## src/rtl/ordener_frame_packer.sv

```systemverilog
// ordener_frame_packer: packs a serial valid/ready byte stream into 8-slot frames for the sorter,
// padding short frames (in_last or idle timeout) with PAD_VALUE and pulsing valid for one cycle.
module ordener_frame_packer #(
    parameter int               WIDTH     = 8,
    parameter logic [WIDTH-1:0] PAD_VALUE = {WIDTH{1'b1}},
    parameter int               TIMEOUT   = 0
) (
    input  logic             clock,
    input  logic             reset,
    input  logic             in_valid,
    input  logic [WIDTH-1:0] in_data,
    input  logic             in_last,
    output logic             in_ready,
    output logic             valid,
    output logic [WIDTH-1:0] a,
    output logic [WIDTH-1:0] a2,
    output logic [WIDTH-1:0] a3,
    output logic [WIDTH-1:0] a4,
    output logic [WIDTH-1:0] a5,
    output logic [WIDTH-1:0] a6,
    output logic [WIDTH-1:0] a7,
    output logic [WIDTH-1:0] a8,
    output logic [3:0]       out_fill,
    output logic [15:0]      short_cnt
);
    localparam int TW = TIMEOUT > 1 ? $clog2(TIMEOUT) : 1;
    typedef enum logic [1:0] {IDLE, FILL, EMIT} state_t;
    state_t           state, state_nx;
    logic [3:0]       count, fill_nx;
    logic [TW-1:0]    idle;
    logic [WIDTH-1:0] cap  [8];
    logic [WIDTH-1:0] slot [8];
    logic             accept, tmo, close;
    assign in_ready = state != EMIT;
    assign valid    = state == EMIT;
    assign accept   = in_valid & in_ready;
    assign fill_nx  = count + 4'(accept);
    assign tmo      = TIMEOUT > 0 && state == FILL && !accept && idle == TW'(TIMEOUT - 1);
    assign close    = (accept & (in_last | count == 4'd7)) | tmo;
    assign {a, a2, a3, a4, a5, a6, a7, a8} =
        {slot[0], slot[1], slot[2], slot[3], slot[4], slot[5], slot[6], slot[7]};
    always_ff @(posedge clock or negedge reset) begin
        if (!reset) state <= IDLE;
        else        state <= state_nx;
    end
    always_comb begin
        state_nx = state;
        state_nx = state == EMIT ? IDLE : close ? EMIT : accept ? FILL : state;
    end
    // The frame-closing element is merged straight from in_data so it lands in the same edge.
    always_ff @(posedge clock or negedge reset) begin
        if (!reset) begin
            count     <= '0;
            idle      <= '0;
            out_fill  <= '0;
            short_cnt <= '0;
            for (int k = 0; k < 8; k++) begin
                cap[k]  <= '0;
                slot[k] <= '0;
            end
        end else begin
            count <= close ? 4'd0 : fill_nx;
            idle  <= (accept || close || state != FILL) ? '0 : idle + 1'b1;
            if (accept) cap[count[2:0]] <= in_data;
            if (close) begin
                out_fill <= fill_nx;
                for (int k = 0; k < 8; k++)
                    slot[k] <= 4'(k) >= fill_nx ? PAD_VALUE :
                               (accept && 4'(k) == count) ? in_data : cap[k];
                if (fill_nx != 4'd8 && short_cnt != 16'hFFFF) short_cnt <= short_cnt + 16'd1;
            end
        end
    end
endmodule
```

## config.mk

```make
export PLATFORM = sky130hd
export DESIGN_NAME = ordener_frame_packer
export DESIGN_NICKNAME = d
export VERILOG_FILES = /design/src/rtl/ordener_frame_packer.sv
export SDC_FILE = /design/constraint.sdc
export NUM_CORES = 1
export LEC_CHECK = 0
export CORE_AREA = 2 2 119 121
export CTS_CLUSTER_SIZE = 10
export DETAILED_ROUTE_END_ITERATION = 10
export DIE_AREA = 0 0 121 123
export PLACE_DENSITY = 0.73
export SLEW_MARGIN = 20
export SYNTH_ARGS = -nofsm -noshare
export SYNTH_HDL_FRONTEND = slang
export SYNTH_SLANG_ARGS = --single-unit
```

## constraint.sdc

```tcl
create_clock -name clock -period 5.8 [get_ports clock]
set_clock_uncertainty 0.1 [all_clocks]
set_input_delay 0.87 -clock clock [delete_from_list [all_inputs] [get_ports clock]]
set_output_delay 0.87 -clock clock [all_outputs]
set_load 0.005 [all_outputs]
```

==> impl_metrics.json <==
{
  "outcome": "finished, final reports clean",
  "power_mw": 4.30,
  "grt_antenna_before_repair": 0,
  "hold_viol_final": 0,
  "start_kind": "input port",
  "fmax_mhz": 270,
  "fp.coreArea_sq_um": 13600,
  "drc_errors": 0,
  "cp_slowest_cell": "a311oi_4",
  "htreeDepth": 4,
  "num_vias": 4951,
  "min_path_type": "reg2reg",
  "dieArea_sq_um": 14900,
  "endpoint_kind": "flip-flop",
  "syn_nets": 619,
  "cts_setup_buffers": 0,
  "synth_seq_cells": 154,
  "path_class": "in2reg",
  "nNetsFinal": 711,
  "final_common_cell": "dfrtp_1",
  "finalMaxSlewViolations": 0,
  "drt_pre_antenna_iters": 6,
  "ys_dominant_reg_cell": "dfrtp_1",
  "setup_tns_ns": 0,
  "start_util": 0.488,
  "tritoncts": "done",
  "internal-power_mw": 3.00,
  "grt_util_met1": 0.313,
  "clkPwrFrac": 0.274,
  "drive_gt1_frac": 0.161,
  "final_util": 0.615,
  "vdd_drop_max_mv": 0.244,
  "clkLatencyLatePin_ns": 0.43,
  "ys_async_sr_fraction": 1.00,
  "synth_edf_count": 0,
  "ctsResizeCount": 0,
  "required_ns": 6.01,
  "syn_area_sq_um": 6650,
  "grt_pass1_vias": 4819,
  "dr.first_iter.drc_count": 452,
  "overflow": 0,
  "clockBufferDepth": 2,
  "pwr-share-comb": 0.311,
  "routed_wl_mm": 15.9,
  "rsz0062_at_grt": "false",
  "row_count": 43,
  "routabilityCongestion": 0.824,
  "p_per_area_nw_per_um2": 513,
  "cts_buffers": 17,
  "crit_fanout": 16,
  "slowest_delay_ns": 0.71,
  "vias_per_cell": 5.57,
  "setup_viol": 0,
  "port_buffers": 97,
  "worst_ep_arrival_time_ns": 3.92,
  "root_buffer": "clkbuf_16",
  "grtUsageTotal": 0.225,
  "period_share": 0.639,
  "hpwlAfterDp_mm": 10.2,
  "yosysWarnings": 0,
  "period_needed_ns": 3.71,
  "worst-path-buf-inv": 2,
  "drv_cap": 0,
  "ctsHoldBuffers": 0,
  "tightest_slew_ns": 0.949,
  "grt_busiest_layer": "met2",
  "slew_headroom": 0.367,
  "use_met3": 0.0577,
  "synthesis.instances": 604,
  "syn_avg_cell_area_sq_um": 11.0,
  "final_cell_mix": "154 x dfrtp_1, 100 x nand2_1, 96 x clkdlybuf4s50_1",
  "p_leak_nw": 3.51,
  "r2r_slack_ns": 2.59,
  "wl_per_cell_microns": 17.9,
  "clk_pin_slew_ns": 0.06,
  "diodes": 0,
  "cp_top_family": "compound AO/OA/AOI/OAI gates",
  "grt_pass1_wl_mm": 25.3,
  "io_pins": 98,
  "dieHeight_microns": 123,
  "synth_cell_types": 36,
  "ant_nets": 0,
  "ys_seq_area_frac": 0.580,
  "use_met2": 0.339,
  "syn2layout_area_growth_pct": 25.9,
  "p_switching_mw": 1.29,
  "grt_max_degree": 95,
  "path_cells": "clkdlybuf4s50_1, inv_1, nor2_1, ha_1, ha_1, nor2_1, nand3_1, o21ai_0, a311oi_4, mux2_2",
  "seqPwrFrac": 0.415,
  "die_w_microns": 121,
  "switching_share": 0.301,
  "clock-sinks": 154
}
logic make-up (layout without fill, tap and decap cells):
| logic type | count (synthesis) | in the layout | share of synthesized area |
|---|---|---|---|
| adders and majority gates | 3 | 3 | 0.00565 |
| xor gates and xnor gates | 19 | 19 | 0.0250 |
| and+or+nand+nor | 227 | 227 | 0.145 |
| AOI/OAI and AO/OA | 82 | 82 | 0.0762 |
| buffers and inverters | 30 | 135 | 0.0218 |
| DFF | 154 | 154 | 0.580 |
| muxes | 89 | 89 | 0.146 |
cells in the mapped netlist, types with 4 or more instances:
master / n / share of area
nor2_1: 87 / 0.049
and3_1: 5 / 0.0047
nand4_1: 5 / 0.0047
a21oi_1: 33 / 0.025
clkbuf_1: 15 / 0.0085
nand3_1: 12 / 0.0090
buf_2: 8 / 0.0060
a31oi_1: 40 / 0.038
nand2_1: 100 / 0.056
mux2i_1: 24 / 0.036
xnor2_1: 15 / 0.020
mux2_2: 65 / 0.11
xor2_1: 4 / 0.0053
dfrtp_1: 154 / 0.58
flip-flops by register name, indices dropped and copies added, names as in the netlist, 4 cells and up:
register and count:
out_fill 4, a4 8, a6 8, a5 8, count 4, short_cnt 16
a2 8, a 8, a3 8, a8 8, a7 8, cap 64
power groups by stage:
stage	Combinational, mW	Clock (mW)	Sequential, mW
2_1_floorplan	0.755	0	1.73
3_3_place_gp	1.29	0	1.76
3_5_place_dp	1.33	0	1.79
4_1_cts	1.35	1.20	1.78
5_1_grt	1.48	1.24	1.83
6_report	1.34	1.18	1.78
path summary, 6_finish.rpt:
check	from	depth (start not counted)	end
setup / recovery	in_valid	10	short_cnt[1]
hold / removal	short_cnt[7]	1	short_cnt[7]
setup reg to reg	state[0]	10	short_cnt[1]
hold reg to reg	short_cnt[7]	1	short_cnt[7]
max in group asynchronous	reset	2	cap[13]
min in group asynchronous	reset	1	a4[0]
metal layers:
layer,vias to the layer above,part of all wire
li1,2254,-
met1,2482,0.45
met2,180,0.46
met3,35,0.058
met4,0,0.028
met5,-,0
worst reg2reg max path, cell delays in order (launching register included):
cell and delay, ns:
dfrtp_1 0.38, nand2b_4 0.17, inv_2 0.09, nor2_1 0.33, ha_1 0.28, ha_1 0.30
nor2_1 0.08, nand3_1 0.09, o21ai_0 0.14, a311oi_4 0.71, mux2_2 0.42
per-stage QoR:
step | cells | area, sq um | hold WS, ns | setup slack (ns)
after floorplan | 604 | 6650 | 0.363 | 2.74
after global placement | 857 | 7730 | 0.378 | 1.82
after detailed placement | 857 | 7730 | 0.384 | 1.71
after CTS | 889 | 8370 | 0.395 | 2.13
after global routing | 889 | 8370 | 0.416 | 1.88
final | 889 | 8370 | 0.394 | 2.09
final cells by class:
class / count / area (sq um)
Timing Repair Buffer: 100 / 995
Inverter: 3 / 11.3
Clock buffer: 20 / 467
Sequential cell: 154 / 3850
Tap cell: 180 / 225
Clock inverter: 12 / 169
Multi-Input combinational cell: 420 / 2650
Fill cell: 1113 / 5240
(Power assumes the default switching activity.)
